## config.mk

```make
export PLATFORM = sky130hd
export DESIGN_NAME = eth_fifo_frame_reader
export DESIGN_NICKNAME = d
export VERILOG_FILES = /design/src/rtl/eth_fifo_frame_reader.sv
export SDC_FILE = /design/constraint.sdc
export NUM_CORES = 1
export LEC_CHECK = 0
export ABC_AREA = 0
export CAP_MARGIN = 20
export CORE_MARGIN = 2
export CORE_UTILIZATION = 40
export CTS_BUF_LIST = sky130_fd_sc_hd__clkbuf_4
export DETAILED_ROUTE_END_ITERATION = 10
export PLACE_DENSITY = 0.68
export SLEW_MARGIN = 20
export SYNTH_ARGS = -nofsm -noshare
export SYNTH_HDL_FRONTEND = slang
export SYNTH_SLANG_ARGS = --single-unit
```

## constraint.sdc

```tcl
create_clock -name rd_clk -period 2.9 [get_ports rd_clk]
set_input_delay 0.725 -clock rd_clk [delete_from_list [all_inputs] [get_ports rd_clk]]
set_output_delay 0.725 -clock rd_clk [all_outputs]
set_load 0.005 [all_outputs]
```

## src/rtl/eth_fifo_frame_reader.sv

```systemverilog
// Read-side sequencer for the Ethernet TX prefetch FIFO: pops a length header,
// streams payload words to the MAC with sof/eof/keep, drains bad frames, enforces IFG.
module eth_fifo_frame_reader #(
    parameter int C_DATA_W  = 32,
    parameter int C_MIN_LEN = 60,
    parameter int C_MAX_LEN = 1514,
    parameter int C_IFG     = 12
) (
    input  logic                rd_clk,
    input  logic                rd_rst,
    input  logic                enable,
    input  logic [C_DATA_W-1:0] fifo_rd_data,
    input  logic                fifo_rd_vld,
    output logic                fifo_rd_en,
    output logic [C_DATA_W-1:0] m_data,
    output logic                m_valid,
    input  logic                m_ready,
    output logic                m_sof,
    output logic                m_eof,
    output logic [3:0]          m_keep,
    output logic                busy,
    output logic                err_len,
    output logic [15:0]         frame_cnt
);

    typedef enum logic [2:0] {
        IDLE,
        HDR,
        PAYLOAD,
        DRAIN,
        GAP
    } state_t;

    localparam logic [15:0] MIN_LEN  = 16'(C_MIN_LEN);
    localparam logic [15:0] MAX_LEN  = 16'(C_MAX_LEN);
    localparam logic [7:0]  IFG_LAST = 8'(C_IFG - 1);

    state_t      state;
    state_t      state_nxt;
    logic [1:0]  len_lsb;
    logic [16:0] remaining;
    logic [7:0]  gap_cnt;
    logic        first_word;

    logic [15:0] hdr_len;
    logic [16:0] hdr_words;
    logic        hdr_ok;
    logic        pop;
    logic        beat_accept;
    logic [3:0]  keep_last;

    // Header decode is 17-bit so a 0xFFFF length rounds up without overflow.
    assign hdr_len     = fifo_rd_data[15:0];
    assign hdr_words   = ({1'b0, hdr_len} + 17'd3) >> 2;
    assign hdr_ok      = (hdr_len >= MIN_LEN) && (hdr_len <= MAX_LEN);
    assign pop         = fifo_rd_en & fifo_rd_vld;
    assign beat_accept = m_valid & m_ready;
    assign busy        = (state != IDLE);

    always_comb begin
        case (len_lsb)
            2'd0:    keep_last = 4'hF;
            2'd1:    keep_last = 4'h1;
            2'd2:    keep_last = 4'h3;
            default: keep_last = 4'h7;
        endcase
    end

    always_ff @(posedge rd_clk or posedge rd_rst) begin
        if (rd_rst) begin
            state <= IDLE;
        end else begin
            state <= state_nxt;
        end
    end

    // The output register can refill in the same cycle a beat leaves, which
    // keeps full throughput without a skid buffer.
    always_comb begin
        state_nxt  = state;
        fifo_rd_en = 1'b0;
        case (state)
            IDLE: begin
                if (enable) begin
                    state_nxt = HDR;
                end
            end
            HDR: begin
                fifo_rd_en = 1'b1;
                if (fifo_rd_vld) begin
                    if (hdr_ok) begin
                        state_nxt = PAYLOAD;
                    end else if (hdr_words != 17'd0) begin
                        state_nxt = DRAIN;
                    end else begin
                        state_nxt = GAP;
                    end
                end
            end
            PAYLOAD: begin
                fifo_rd_en = (remaining != 17'd0) & (~m_valid | m_ready);
                if (beat_accept && m_eof) begin
                    state_nxt = GAP;
                end
            end
            DRAIN: begin
                fifo_rd_en = (remaining != 17'd0);
                if (fifo_rd_vld && (remaining == 17'd1)) begin
                    state_nxt = GAP;
                end
            end
            GAP: begin
                if (gap_cnt == IFG_LAST) begin
                    state_nxt = IDLE;
                end
            end
            default: state_nxt = IDLE;
        endcase
    end

    always_ff @(posedge rd_clk or posedge rd_rst) begin
        if (rd_rst) begin
            len_lsb    <= 2'd0;
            remaining  <= 17'd0;
            gap_cnt    <= 8'd0;
            first_word <= 1'b0;
            m_data     <= '0;
            m_valid    <= 1'b0;
            m_sof      <= 1'b0;
            m_eof      <= 1'b0;
            m_keep     <= 4'h0;
            err_len    <= 1'b0;
            frame_cnt  <= 16'd0;
        end else begin
            err_len <= 1'b0;
            case (state)
                IDLE: begin
                    gap_cnt <= 8'd0;
                end
                HDR: begin
                    if (pop) begin
                        len_lsb    <= hdr_len[1:0];
                        remaining  <= hdr_words;
                        first_word <= 1'b1;
                        err_len    <= ~hdr_ok;
                    end
                end
                PAYLOAD: begin
                    if (pop) begin
                        m_data     <= fifo_rd_data;
                        m_valid    <= 1'b1;
                        m_sof      <= first_word;
                        first_word <= 1'b0;
                        m_eof      <= (remaining == 17'd1);
                        m_keep     <= (remaining == 17'd1) ? keep_last : 4'hF;
                        remaining  <= remaining - 17'd1;
                    end else if (beat_accept) begin
                        m_valid <= 1'b0;
                        m_sof   <= 1'b0;
                        m_eof   <= 1'b0;
                        m_keep  <= 4'h0;
                    end
                    if (beat_accept && m_eof) begin
                        frame_cnt <= frame_cnt + 16'd1;
                    end
                end
                DRAIN: begin
                    if (pop) begin
                        remaining <= remaining - 17'd1;
                    end
                end
                GAP: begin
                    gap_cnt <= gap_cnt + 8'd1;
                end
                default: ;
            endcase
        end
    end

endmodule

```

Word-level counts from Yosys, hierarchy flattened

Cells that the tools add are included.

Bits in read-only memories: 0
Output and inout port bits: 58
Bits in latches: 0
Flip-flop bits (word level): 87
Input port bits: 37
Memories: 0
Bits in writable memories: 0

Reductions and logical operators: 20
Add/sub/neg operators: 4
Equality and inequality tests: 16
Bitwise logic cells: 6
$mul: 0
Magnitude comparators: 2
Shift operators: 0
Muxes and demuxes: 26
Divide/modulo/power cells: 0

Operators with widths:

| cell                    | count |
|---|---|
| $mux W17                | 2 |
| $pmux W17 S2            | 1 |
| $reduce_bool A17 Y1     | 2 |
| $mux W3                 | 7 |
| $add A16 B2 Y17 const B | 1 |
| $eq A17 B1 Y1 const B   | 1 |
| $sub A17 B1 Y17 const B | 1 |
| $add A16 B1 Y16 const B | 1 |
| $ge A16 B6 Y1 const B   | 1 |
| $le A16 B11 Y1 const B  | 1 |
| $pmux W8 S2             | 1 |
| $pmux W3 S5             | 1 |
| $ne A2 B2 Y1 const B    | 7 |
| $mux W4                 | 3 |
| $pmux W4 S3             | 1 |
| $add A8 B1 Y8 const B   | 1 |
| $eq A8 B4 Y1 const B    | 1 |
| $mux W1                 | 8 |
| $reduce_and A2 Y1       | 4 |
| $reduce_bool A2 Y1      | 4 |
| $eq A3 B2 Y1 const B    | 2 |
| $reduce_and A3 Y1       | 2 |
| $reduce_and A5 Y1       | 1 |
| $and A1 B1 Y1           | 3 |
| other kinds (14)        | 17 |

Longest topological paths before layout

Gate-level depths: netlist of the first run.

Depth in word-level cells: 7
Depth in mapped cells: 10
Mapped depth without buffers: 7

Least setup slack after synthesis of the first run

Ideal clock, no wire load.

Path kind: register -> output
Start: register remaining[0]
End: output port fifo_rd_en
Stages on the path, launching flop included: 8
Slack: 0.323 ns
Buffers on the path: 1
Arrival: 1.852 ns
Cell sequence: dfrtp_1 -> inv_1 -> ha_1 -> or4b_2 -> or4_4 -> buf_6 -> nand2_1 -> nand2_1

Cells in the longest elaborated chain, start to end: 3

RTL lines:

| element                  | RTL line | source |
|---|---|---|
| start: declaration       | 41       | `logic [16:0] remaining;` |
| start signal: assignment | 143      | `remaining <= hdr_words;` |
| start signal: assignment | 156      | `remaining <= remaining - 17'd1;` |
| start signal: assignment | 169      | `remaining <= remaining - 17'd1;` |
| $reduce_bool A17 Y1 *    | 101, 107 |  |
| $and A1 B1 Y1            | 101      | `fifo_rd_en = (remaining != 17'd0) & (~m_valid \| m_ready);` |
| $pmux W1 S3 *            | 82       | `case (state)` |
| end: declaration         | 14       | `output logic fifo_rd_en,` |

Every way passes the cells marked *; elsewhere a longest branch is shown, timed or not.

Worst setup path after layout of the first run

Start: register remaining[1]
End: output port fifo_rd_en

The elaborated chain is that of the path after synthesis.

==> report_table.html, run 1 <==
<table>
<tr><th>Metric</th><th>Value</th></tr>
<tr><th colspan="2">Setup path</th></tr>
<tr><td>Reg2Reg Depth</td><td>10</td></tr>
<tr><td>Start of the worst register-to-register path</td><td>remaining[0]</td></tr>
<tr><td>CP endpoint kind</td><td>primary output</td></tr>
<tr><td>Critical path class</td><td>reg2out</td></tr>
<tr><td>Worst-path fanout max</td><td>2</td></tr>
<tr><td>Slack of the worst reg-to-reg path</td><td>310 ps</td></tr>
<tr><td>Crit path DAT</td><td>2200 ps</td></tr>
<tr><td>End of the worst register-to-register path</td><td>remaining[16]</td></tr>
<tr><td>Setup crit start kind</td><td>flop</td></tr>
<tr><td>Data required, critical path</td><td>2170 ps</td></tr>
<tr><th colspan="2">Route</th></tr>
<tr><td>Metal2 WL</td><td>5270 µm</td></tr>
<tr><td>Number of vias per cell</td><td>5.36</td></tr>
<tr><td>DRC violations left</td><td>0</td></tr>
<tr><td>Wirelength per Cell</td><td>14.7 µm</td></tr>
<tr><td>TritonRoute pass-1 iters</td><td>6</td></tr>
<tr><td>Total number of vias</td><td>4,117</td></tr>
<tr><td>Metal-1 WL</td><td>5010 µm</td></tr>
<tr><td>Antenna Nets Post-Route</td><td>0</td></tr>
<tr><td>DR top layer</td><td>met4</td></tr>
<tr><td>Total detailed-routing wirelength</td><td>11,300 µm</td></tr>
<tr><td>Iter 0 DRT Violations</td><td>371</td></tr>
<tr><td>DR WL met3</td><td>901 µm</td></tr>
<tr><th colspan="2">Global routing</th></tr>
<tr><td>Antenna violations before repair</td><td>1</td></tr>
<tr><td>First-pass GRT wire length</td><td>19,100 µm</td></tr>
<tr><td>Largest net degree at the start of global routing</td><td>54</td></tr>
<tr><td>Aggregate global routing overflow</td><td>0</td></tr>
<tr><td>Via count of the first global-routing pass</td><td>3,982</td></tr>
<tr><td>Combined global-route utilization of all metal layers</td><td>20.1%</td></tr>
<tr><th colspan="2">Yosys</th></tr>
<tr><td>Synth warnings</td><td>0</td></tr>
<tr><td>Area share of the largest cell type after synthesis</td><td>48.2%</td></tr>
<tr><td>Number of synthesized register bits</td><td>86</td></tr>
<tr><td>Proportion of synthesized chip area in sequential cells</td><td>48.2%</td></tr>
<tr><td>Cells after Synth</td><td>500</td></tr>
<tr><td>Syn Std Cell Area</td><td>4470 µm²</td></tr>
<tr><td>Yosys cell types</td><td>57</td></tr>
<tr><td>Number of nets produced by synthesis</td><td>544</td></tr>
<tr><td>Cell type with the largest total area after synthesis</td><td>sky130_fd_sc_hd__dfrtp_1</td></tr>
<tr><td>Post-synthesis async set-or-reset flop share</td><td>100%</td></tr>
<tr><td>Post-Syn Area per Cell</td><td>8.94 µm²</td></tr>
<tr><td>Dominant cells by area after synthesis</td><td>sky130_fd_sc_hd__dfrtp_1 (48%), sky130_fd_sc_hd__nand2_1 (11%), sky130_fd_sc_hd__xnor2_1 (2.9%)</td></tr>
<tr><td>Count of flip-flops with a built-in enable after synthesis</td><td>0</td></tr>
<tr><td>Most frequently used flop master after synthesis</td><td>sky130_fd_sc_hd__dfrtp_1</td></tr>
<tr><th colspan="2">Job</th></tr>
<tr><td>Number of max-cap violations</td><td>0</td></tr>
<tr><th colspan="2">Floorplan</th></tr>
<tr><td>Initial core utilization</td><td>41.0%</td></tr>
<tr><td>Boundary pin count</td><td>95</td></tr>
<tr><td>Die Width</td><td>110 µm</td></tr>
<tr><td>Area of the die</td><td>12,000 µm²</td></tr>
<tr><td>Die extent in y</td><td>110 µm</td></tr>
<tr><td>Std cell rows</td><td>38</td></tr>
<tr><td>Area of the core region</td><td>10,900 µm²</td></tr>
<tr><th colspan="2">STA</th></tr>
<tr><td>Setup repair after global routing missed its margin</td><td>yes</td></tr>
<tr><td>Post-route fraction of the period consumed by the critical path</td><td>101%</td></tr>
<tr><td># setup viols final</td><td>1</td></tr>
<tr><td>Clock Skews</td><td>17.3 ps</td></tr>
<tr><td>Max Clock Freq</td><td>342 MHz</td></tr>
<tr><td>Setup WS post-layout</td><td>-25.6 ps</td></tr>
<tr><td>Slew at the pin with the worst max-slew slack</td><td>688 ps</td></tr>
<tr><td>Minimum clock period after layout</td><td>2930 ps</td></tr>
<tr><td>Final-report max-slew violation count</td><td>0</td></tr>
<tr><td>Setup TNS</td><td>-25.6 ps</td></tr>
<tr><td>Final hold violations</td><td>0</td></tr>
<tr><td>Worst slew slack as a fraction of its limit</td><td>53.7%</td></tr>
<tr><th colspan="2">Pwr</th></tr>
<tr><td>Worst voltage drop across the vdd grid</td><td>0.390 mV</td></tr>
<tr><td>Internal Dissipation</td><td>0.00287 W</td></tr>
<tr><td>Cell leakage power</td><td>2.75 nW</td></tr>
<tr><td>Combinational Power Share</td><td>45.9%</td></tr>
<tr><td>Power density relative to cell area</td><td>762 nW/µm²</td></tr>
<tr><td>Switching power of the nets</td><td>0.00166 W</td></tr>
<tr><td>Sequential Power Share</td><td>39.8%</td></tr>
<tr><td>Share of total power in the clock network</td><td>14.3%</td></tr>
<tr><td>Switching power share of the total</td><td>36.7%</td></tr>
<tr><th colspan="2">Clocking</th></tr>
<tr><td>CTS tree</td><td>built</td></tr>
<tr><td>Number of hold buffers added after cts</td><td>0</td></tr>
<tr><td>Number of buffers between clock root and the deepest sink</td><td>2</td></tr>
<tr><td>Clock latency at the later pin of the worst-skew pair</td><td>450 ps</td></tr>
<tr><td>TritonCTS Buffers</td><td>9</td></tr>
<tr><td>Sinks on Clock Net</td><td>86</td></tr>
<tr><td>Number of H-tree branching levels</td><td>3</td></tr>
<tr><td>Buffer cell driving the clock tree root</td><td>sky130_fd_sc_hd__clkbuf_4</td></tr>
<tr><td>Clk pin slew, worst setup/hold paths</td><td>140 ps</td></tr>
<tr><th colspan="2">Place</th></tr>
<tr><td>Placed cell areas</td><td>5750 µm²</td></tr>
<tr><td>IO buf count</td><td>94</td></tr>
<tr><td>Weighted congestion at the end of routability-driven global placement</td><td>0.880</td></tr>
<tr><td>HPWL Detailed</td><td>8070 µm</td></tr>
<tr><td>Worst Setup Slack post-DPL</td><td>-31.4 ps</td></tr>
<tr><th colspan="2">Worst hold path</th></tr>
<tr><td>Launch point of the worst hold path</td><td>frame_cnt[15]</td></tr>
<tr><td>Hold path depth</td><td>1</td></tr>
<tr><td>Terminating pin of the worst hold path</td><td>frame_cnt[15]</td></tr>
<tr><td>Type of the most critical hold path</td><td>reg2reg</td></tr>
<tr><th colspan="2">Finish</th></tr>
<tr><td>Fillers</td><td>1,024</td></tr>
<tr><td>Area added between synthesis and finish</td><td>33.0%</td></tr>
<tr><td>Utilization of the core after routing</td><td>54.6%</td></tr>
<tr><td>Finished layout cell area</td><td>5940 µm²</td></tr>
<tr><td>Net count reported at finish</td><td>666</td></tr>
<tr><td>Fraction of final layout cells with drive strength greater than 1</td><td>12.9%</td></tr>
<tr><th colspan="2">Run status</th></tr>
<tr><td>Failing checks</td><td>setup timing</td></tr>
<tr><td>Run status</td><td>complete, but fails checks</td></tr>
</table>
## metrics by stage
stage                     cells  power, W  hold WS (ps)
after floorplan             500   0.00281           447
after global placement      744   0.00376           459
after detailed placement    744   0.00381           462
after CTS                   765   0.00453           487
after global routing        768   0.00491           500
final                       768   0.00453           481
## cell usage after synthesis, types with 3 or more instances
library cell,instances
sky130_fd_sc_hd__a21o_1,6
sky130_fd_sc_hd__a21oi_1,18
sky130_fd_sc_hd__a22o_1,10
sky130_fd_sc_hd__a31oi_1,3
sky130_fd_sc_hd__and3_1,7
sky130_fd_sc_hd__and4_1,3
sky130_fd_sc_hd__buf_2,5
sky130_fd_sc_hd__buf_6,6
sky130_fd_sc_hd__clkbuf_1,14
sky130_fd_sc_hd__dfrtp_1,86
sky130_fd_sc_hd__ha_1,7
sky130_fd_sc_hd__inv_1,10
sky130_fd_sc_hd__mux2_2,3
sky130_fd_sc_hd__mux2i_1,3
sky130_fd_sc_hd__nand2_1,131
sky130_fd_sc_hd__nand3_1,23
sky130_fd_sc_hd__nand4_1,8
sky130_fd_sc_hd__nor2_1,32
sky130_fd_sc_hd__nor3_1,14
sky130_fd_sc_hd__nor4_1,9
sky130_fd_sc_hd__o21ai_0,17
sky130_fd_sc_hd__o21ai_1,6
sky130_fd_sc_hd__o22ai_1,3
sky130_fd_sc_hd__or3_1,4
sky130_fd_sc_hd__or4_1,6
sky130_fd_sc_hd__xnor2_1,15
sky130_fd_sc_hd__xor2_1,13
## placed cells by master (no fill, tap or decap), types with 13 or more instances in the layout
master / netlist / final
sky130_fd_sc_hd__clkdlybuf4s50_1: 0 / 93
sky130_fd_sc_hd__nand3_1: 23 / 23
sky130_fd_sc_hd__xnor2_1: 15 / 15
sky130_fd_sc_hd__buf_4: 1 / 42
sky130_fd_sc_hd__a21oi_1: 18 / 18
sky130_fd_sc_hd__nor3_1: 14 / 14
sky130_fd_sc_hd__xor2_1: 13 / 13
sky130_fd_sc_hd__o21ai_0: 17 / 17
sky130_fd_sc_hd__dfrtp_1: 86 / 86
sky130_fd_sc_hd__nand2_1: 131 / 131
sky130_fd_sc_hd__nor2_1: 32 / 32
## power groups by stage
stage                     sequential [W]  combinational [W]  clock, W
after global placement           0.00180            0.00196         0
after floorplan                  0.00184           0.000963         0
final                            0.00180            0.00208  0.000645
after global routing             0.00186            0.00232  0.000735
after detailed placement         0.00181            0.00200         0
after CTS                        0.00180            0.00205  0.000679
## sequential cells by signal (all words and copies together), names as in the netlist, 2 cells and up
signal,count
frame_cnt,16
gap_cnt,8
len_lsb,2
m_data,32
m_keep,4
remaining,17
state,3
## per-layer routing
layer	up-vias	track usage (%)
met3	11	6.64
li1	1967	-
met4	0	5.06
met1	1986	26.5
met5	-	0
met2	153	32.2
## worst max path at each step
stage	startpoint	to	slack (ps)	depth (start not counted)
after detailed placement	remaining[0]	fifo_rd_en	-30	7
after CTS	remaining[0]	fifo_rd_en	-170	7
after global placement	remaining[0]	fifo_rd_en	7	7
after global routing	remaining[1]	fifo_rd_en	-120	7
after floorplan	remaining[0]	fifo_rd_en	320	7
final	remaining[1]	fifo_rd_en	-30	7
## kinds of logic after synthesis
family	share of synthesized area, %
multiplexers	1.43
AO/OA/AOI/OAI	11.7
AND/OR/NAND/NOR	26.8
XOR/XNOR	5.49
adder cells (fa/ha/maj)	1.96
flip-flops	48.2
buffers and inverters	4.45
## area by class of cell
| class | instances | area, µm² | share of cell area, % |
|---|---|---|---|
| flip-flops and latches | 86 | 2150 | 36.2 |
| multi-input cells | 376 | 2130 | 35.9 |
| diodes | 1 | 2.50 | 0.0421 |
| clock inverters | 6 | 52.6 | 0.884 |
| well taps | 140 | 175 | 2.95 |
| repair buffers | 139 | 1310 | 22.1 |
| inverters | 10 | 41.3 | 0.695 |
| clock buffers | 10 | 75.1 | 1.26 |
## critical path, cell delays in order, from the launching register on
cell	delay [ps]
sky130_fd_sc_hd__dfrtp_1	410
sky130_fd_sc_hd__inv_2	70
sky130_fd_sc_hd__ha_2	160
sky130_fd_sc_hd__or4b_4	460
sky130_fd_sc_hd__or4_4	440
sky130_fd_sc_hd__nand2_1	70
sky130_fd_sc_hd__nand2_1	40
sky130_fd_sc_hd__buf_2	120
## what timing repair did
action	4_1_cts	5_1_grt
buffers inserted	5	2
resized for setup	8	2
pin swaps	4	2
endpoints found under the setup margin	1	2
Note: power is estimated with default switching activity, not from simulation.
==> inputs of run 2 (changes only) <==
--- a/config.mk
+++ b/config.mk
@@ -12,7 +12,6 @@
 export CTS_BUF_LIST = sky130_fd_sc_hd__clkbuf_4
 export DETAILED_ROUTE_END_ITERATION = 10
 export PLACE_DENSITY = 0.68
-export SLEW_MARGIN = 20
 export SYNTH_ARGS = -nofsm -noshare
 export SYNTH_HDL_FRONTEND = slang
 export SYNTH_SLANG_ARGS = --single-unit
==> results of run 2 <==
Final layout, timing and power as in run 1 (identical DEF).
==> patch 1 (config.mk and constraints of run 1) <==
Put one more register stage on the output `frame_cnt`. The value now appears one clock later. The other outputs are not delayed to match.
--- a/src/rtl/eth_fifo_frame_reader.sv
+++ b/src/rtl/eth_fifo_frame_reader.sv
@@ -36,2 +36,4 @@
     localparam logic [7:0]  IFG_LAST = 8'(C_IFG - 1);
+
+    logic [15:0] frame_cnt_s0;
 
@@ -132,3 +134,3 @@
             err_len    <= 1'b0;
-            frame_cnt  <= 16'd0;
+            frame_cnt_s0 <= 16'd0;
         end else begin
@@ -163,3 +165,3 @@
                     if (beat_accept && m_eof) begin
-                        frame_cnt <= frame_cnt + 16'd1;
+                        frame_cnt_s0 <= frame_cnt_s0 + 16'd1;
                     end
@@ -179,2 +181,6 @@
 
+    always_ff @(posedge rd_clk) begin
+        frame_cnt <= frame_cnt_s0;
+    end
+
 endmodule
Formal check against the unedited RTL: no difference found for any inputs over 10 cycles, from zero or initial values and one cycle with rd_rst high; that may be too few to reach the edited logic, so the function may still have changed.
==> patch 1 against run 1 <==
- worst setup slack better by 0.079 ns
- hold slack got worse by 0.067 ns
- combinational power rose by 20%
- sequential cell count is 16 higher
- fmax rose by 2.8%
- area after synthesis grew 9.4%
- synthesized cell count shrank 6.8%
- routed wire length rose by 9.5%
- final area rose by 9.7%
- largest power group unchanged
- die area up 9.1%
- power is 19% higher
==> patch 1: results (changes against run 1) <==
| Metric | Value |
|---|---|
| Rel. slew slack | `58.8% (+5.1 points)` |
| Placed cell area | `6150 um2 (+6.9%)` |
| Highest-delay cell along the critical path | `or4_4` |
| Total GRT Usage | `19.5% (-0.63 points)` |
| GP Congestion | `0.853 (-3.0%)` |
| Cell Count Post-Placement | `710 (-4.6%)` |
| Fraction of registers with async set/reset | `84.3% (-16 points)` |
| Seq/Total Area, Yosys | `50.6% (+2.4 points)` |
| Post-DR vias/cell | `5.50 (+2.7%)` |
| Fillers | `1,052 (+2.7%)` |
| Clock Pin Slew Worst Setup and Hold Paths | `0.17 ns (+0.03 ns)` |
| Non-clk bufs | `140 (+0.72%)` |
| Clock-cell share of area | `2.23% (+0.078 points)` |
| Synthesized area per cell | `10.5 um2 (+17%)` |
| Layout cells sized above 1 | `21.2% (+8.3 points)` |
| Hold Slack | `0.413 ns (-0.0672 ns)` |
| Worst IR drop on VDD | `0.477 mV (+22%)` |
| Met3 routed WL | `617 um (-32%)` |
| CP max stage delay | `0.56 ns (+0.10 ns)` |
| WL/cell | `16.6 um (+13%)` |
| Area contributors post-synth | `dfrtp_1, mux2_2, dfxtp_1` |
| CLK BUF | `9 (-1)` |
| Routed wire length | `12,400 um (+9.5%)` |
| Pre-CTS setup slack | `-0.0481 ns (-0.0166 ns)` |
| Worst-Skew Late Latency | `0.49 ns (+0.04 ns)` |
| Status | `completed` |
| P_leak | `2.72 nW (-1.1%)` |
| WP data arrival | `2.12 ns (-0.08 ns)` |
| Net count after synthesis | `510 (-6.3%)` |
| Final Cell Area | `6520 um2 (+9.7%)` |
| R2R Setup Slk | `0.17 ns (-0.14 ns)` |
| Largest net degree at the start of global routing | `40 (-26%)` |
| Nets | `637 (-4.4%)` |
| Inverters | `13 (+3)` |
| NonClk Buf Share | `20.3% (-1.8 points)` |
| First-pass GRT wire length | `20,200 um (+6.1%)` |
| Vias in the first global route | `4,140 (+4.0%)` |
| M1 WL | `5250 um (+4.8%)` |
| Multi-input gates | `327 (-13%)` |
| Clk_skew | `0.0217 ns (+0.00444 ns)` |
| Final period utilization | `98.2% (-2.7 points)` |
| Initial antenna violation count | `0 (-1)` |
| ANT cells | `0 (-1)` |
| Multi-input combinational area share | `35.8% (-0.053 points)` |
| Drt pass-1 iters | `4 (-2)` |
| Post-DP HPWL | `8840 um (+9.5%)` |
| Die area | `13,100 um2 (+9.1%)` |
| Netlist cell types | `64 (+12%)` |
patch 1: worst paths after layout:
check	start	end	depth (start not counted)
max in group asynchronous	rd_rst	remaining[7]$_DFFE_PP0P_	3
max	remaining[8]$_DFFE_PP0P_	fifo_rd_en	4
min reg2reg	frame_cnt_s0[15]$_DFFE_PP0P_	frame_cnt[15]$_DFF_P_	0
max reg2reg	remaining[7]$_DFFE_PP0P_	state[0]$_DFFE_PP0P_	12
min in group asynchronous	rd_rst	m_data[12]$_DFFE_PP0P_	2
min	frame_cnt_s0[15]$_DFFE_PP0P_	frame_cnt[15]$_DFF_P_	0
patch 1: worst reg2reg max path: stages, from the launching register on:
cell and delay (ns):
dfrtp_2 0.46, nor4_4 0.30, nand4_1 0.18, buf_4 0.17
buf_4 0.12, buf_4 0.12, buf_4 0.13, buf_4 0.13
buf_4 0.12, buf_4 0.15, or3_4 0.42, a311oi_2 0.27
o22ai_1 0.09
patch 1: what timing repair did:
action                                  4_1_cts  5_1_grt
gates resized for setup                      17        8
pin swaps                                     6        7
buffers inserted                             15        7
endpoints found under the setup margin        1       54
patch 1: power by group:
part | internal [W] | switching [W]
clock network | 0.000204 | 0.000546
logic | 0.00134 | 0.00114
registers | 0.00184 | 0.000314
total | 0.00338 | 0.00200
patch 1: kinds of logic (layout without fill, tap and decap cells):
group,after synthesis,count (layout),share of synthesized area [%]
multiplexers,40,40,9.03
adder cells (fa/ha/maj),7,7,1.79
AND/OR/NAND/NOR,165,165,18.7
XOR/XNOR,26,26,4.66
flip-flops,102,102,50.6
buffers and inverters,37,169,3.20
AO/OA/AOI/OAI,89,89,12.1
patch 1: per-layer routing:
metal  track usage, %  vias to the layer above
met3             5.24                       24
met4             6.02                        0
met2             33.3                      117
met5                0                        -
met1             24.1                     2006
li1                 -                     1954
==> patch 2 (config.mk and constraints of run 1) <==
Without the edit above. The parameter `C_DATA_W` goes from 32 to 40.
--- a/src/rtl/eth_fifo_frame_reader.sv
+++ b/src/rtl/eth_fifo_frame_reader.sv
@@ -3,3 +3,3 @@
 module eth_fifo_frame_reader #(
-    parameter int C_DATA_W  = 32,
+    parameter int C_DATA_W  = 40,
     parameter int C_MIN_LEN = 60,
Interface: changed (resized fifo_rd_data and m_data); port bits go from 95 to 111. No check against the original RTL was run, so the function may have changed too.
==> patch 2 against run 1 <==
- sequential cell count grew 8
- routed wire length about the same
- hold slack improved by 0.0026 ns
- count of clock-buffer cells in the layout is 1 higher
- critical path depth shrank 3
- core utilization fell by 0.13 points
- area after synthesis increased by 5.3%
- power is 9.2% higher
- worst setup slack gained 0.060 ns
- final area grew 5.1%
- critical path type unchanged
- largest power group unchanged
- highest routed layer unchanged
==> patch 2: results (changes against run 1) <==
| Metric | Value |
|---|---|
| Status | `completed` |
| Nets | `623 (-6.5%)` |
| Netlist cell types | `57 (unchanged)` |
| Top layer in use | `met4` |
| Met3 routed WL | `689 um (-24%)` |
| Worst-Skew Late Latency | `roughly 0.44 ns` |
| Vias | `3,826 (-7.1%)` |
| Mapped Cells | `443 (-11%)` |
| Beginning of the worst register-to-register path | `remaining[4]$_DFFE_PP0P_` |
| Synth warn | `0 (unchanged)` |
| Biggest regs | `m_data: 40 flops, remaining: 17 flops, frame_cnt: 16 flops` |
| Hold_sp | `frame_cnt[15]$_DFFE_PP0P_` |
| Largest net degree at the start of global routing | `95 (+76%)` |
| Seq/Total Area, Yosys | `50.0% (+1.8 points)` |
| Cell Count Post-Placement | `699 (-6.0%)` |
| First-pass GRT wire length | `18,400 um (-3.3%)` |
| Post-synth top cells | `dfrtp_1, mux2_2, nand2_1, nor2_1, nand3_1` |
| Clock Pin Slew Worst Setup and Hold Paths | `about 0.13 ns` |
| WL/cell | `15.7 um (+7.1%)` |
| Pre-CTS setup slack | `-0.0523 ns (-0.0209 ns)` |
| Net count after synthesis | `495 (-9.0%)` |
| Drt pass-1 iters | `4 (-2)` |
| Initial DRC Count | `240 (-35%)` |
| Layout cells sized above 1 | `17.0% (+4.1 points)` |
| Worst-path fanout max | `2 (unchanged)` |
| Routed wire length | `11,300 um (about the same)` |
| Clk Tree Root Cell | `clkbuf_4` |
| DR WL met2 | `5680 um (+7.7%)` |
| GP Congestion | `0.821 (-6.7%)` |
| CP Launch Type | `register` |
| Initial antenna violation count | `0 (-1)` |
| Hold crit path type | `reg -> reg` |
| IO buf count | `110 (+17%)` |
| M1 WL | `4820 um (-3.9%)` |
| CTS Buf Count | `9 (unchanged)` |
| ANT cells | `0 (-1)` |
| H-tree depth | `3 (unchanged)` |
| Vias in the first global route | `3,789 (-4.8%)` |
| Post-DP HPWL | `8160 um (+1.2%)` |
| Worst IR drop on VDD | `0.457 mV (+17%)` |
| Total GRT Usage | `18.1% (-2.1 points)` |
| Maximum root-to-sink buffer count | `2 (unchanged)` |
| Least-Margin Pin Slew | `0.527 ns (-0.161 ns)` |
| WP data arrival | `2.14 ns (-0.06 ns)` |
| Fraction of registers with async set/reset | `100% (unchanged)` |
| P_leak | `2.66 nW (-3.2%)` |
| Clk_skew | `0.0130 ns (-0.00426 ns)` |
| Area contributors post-synth | `dfrtp_1, mux2_2, xnor2_1` |
## patch 2: changes by cell type after synthesis, sizes merged, moves of 5 or more
cell | before | now
clkbuf | 15 | 10
a21oi | 19 | 14
nor3 | 15 | 8
nand4 | 8 | 13
nand2 | 131 | 37
mux2 | 3 | 41
dfrtp | 86 | 94
## patch 2: worst max-delay path, cell delays in order (launching register included)
cell,delay [ns]
dfrtp_1,0.40
or4_4,0.53
or4_4,0.49
and2_4,0.18
buf_6,0.11
## patch 2: cell type report
class	count	area, um2
clock buffer	11	82.6
inverter	14	56.3
timing repair buffer	138	1340
fill	1016	5220
clock inverter	4	72.6
sequential	94	2350
multi-input combinational	314	2160
tap	143	179
## patch 2: worst paths after layout
| check | endpoint | depth (start not counted) | slack [ns] |
|---|---|---|---|
| worst max-delay path | fifo_rd_en | 4 | 0.03 |
| worst min-delay path | frame_cnt[15]$_DFFE_PP0P_ | 1 | 0.48 |
| worst max register to register | m_data[12]$_DFFE_PP0P_ | 6 | 0.46 |
| worst min register to register | frame_cnt[15]$_DFFE_PP0P_ | 1 | 0.48 |
| max in group asynchronous | remaining[10]$_DFFE_PP0P_ | 3 | 1.73 |
| min in group asynchronous | frame_cnt[11]$_DFFE_PP0P_ | 3 | 0.74 |
## patch 2: per-stage QoR
step                hold WS, ns  cell area [um2]
finish                    0.483             6240
global route              0.511             6240
CTS                       0.494             6240
detailed placement        0.466             6050
global placement          0.458             6050
floorplan                 0.449             4710
## patch 2: cell families (layout without fill, tap and decap cells)
group / after synthesis / in the layout / share of synthesized area (%)
DFF: 94 / 94 / 50.0
xor gates and xnor gates: 28 / 28 / 5.21
adders and majority gates: 7 / 7 / 1.86
muxes: 42 / 42 / 10.0
buffers and inverters: 35 / 167 / 4.12
AOI/OAI and AO/OA: 79 / 79 / 11.3
and+or+nand+nor: 158 / 158 / 17.5
## patch 2: routing by layer
layer  global-route usage [%]  vias up
met1                     22.7     1860
li1                         -     1848
met2                     30.9      106
met4                     4.80        0
met3                     4.91       12
met5                        0        -
## patch 2: where the power goes
group	internal, W	total (W)	leakage [nW]	switching, W
logic	0.00122	0.00209	1.39	0.000871
registers	0.00176	0.00206	1.18	0.000304
clock network	0.000364	0.000788	0.0829	0.000425
## patch 2: what timing repair did
item / CTS / global route
buffers inserted: 4 / 0
gates resized for setup: 6 / 0
pin swaps: 2 / 1
endpoints found under the setup margin: 1 / 1
hold buffers: 0 / 0
endpoints found under the hold margin: 0 / 0
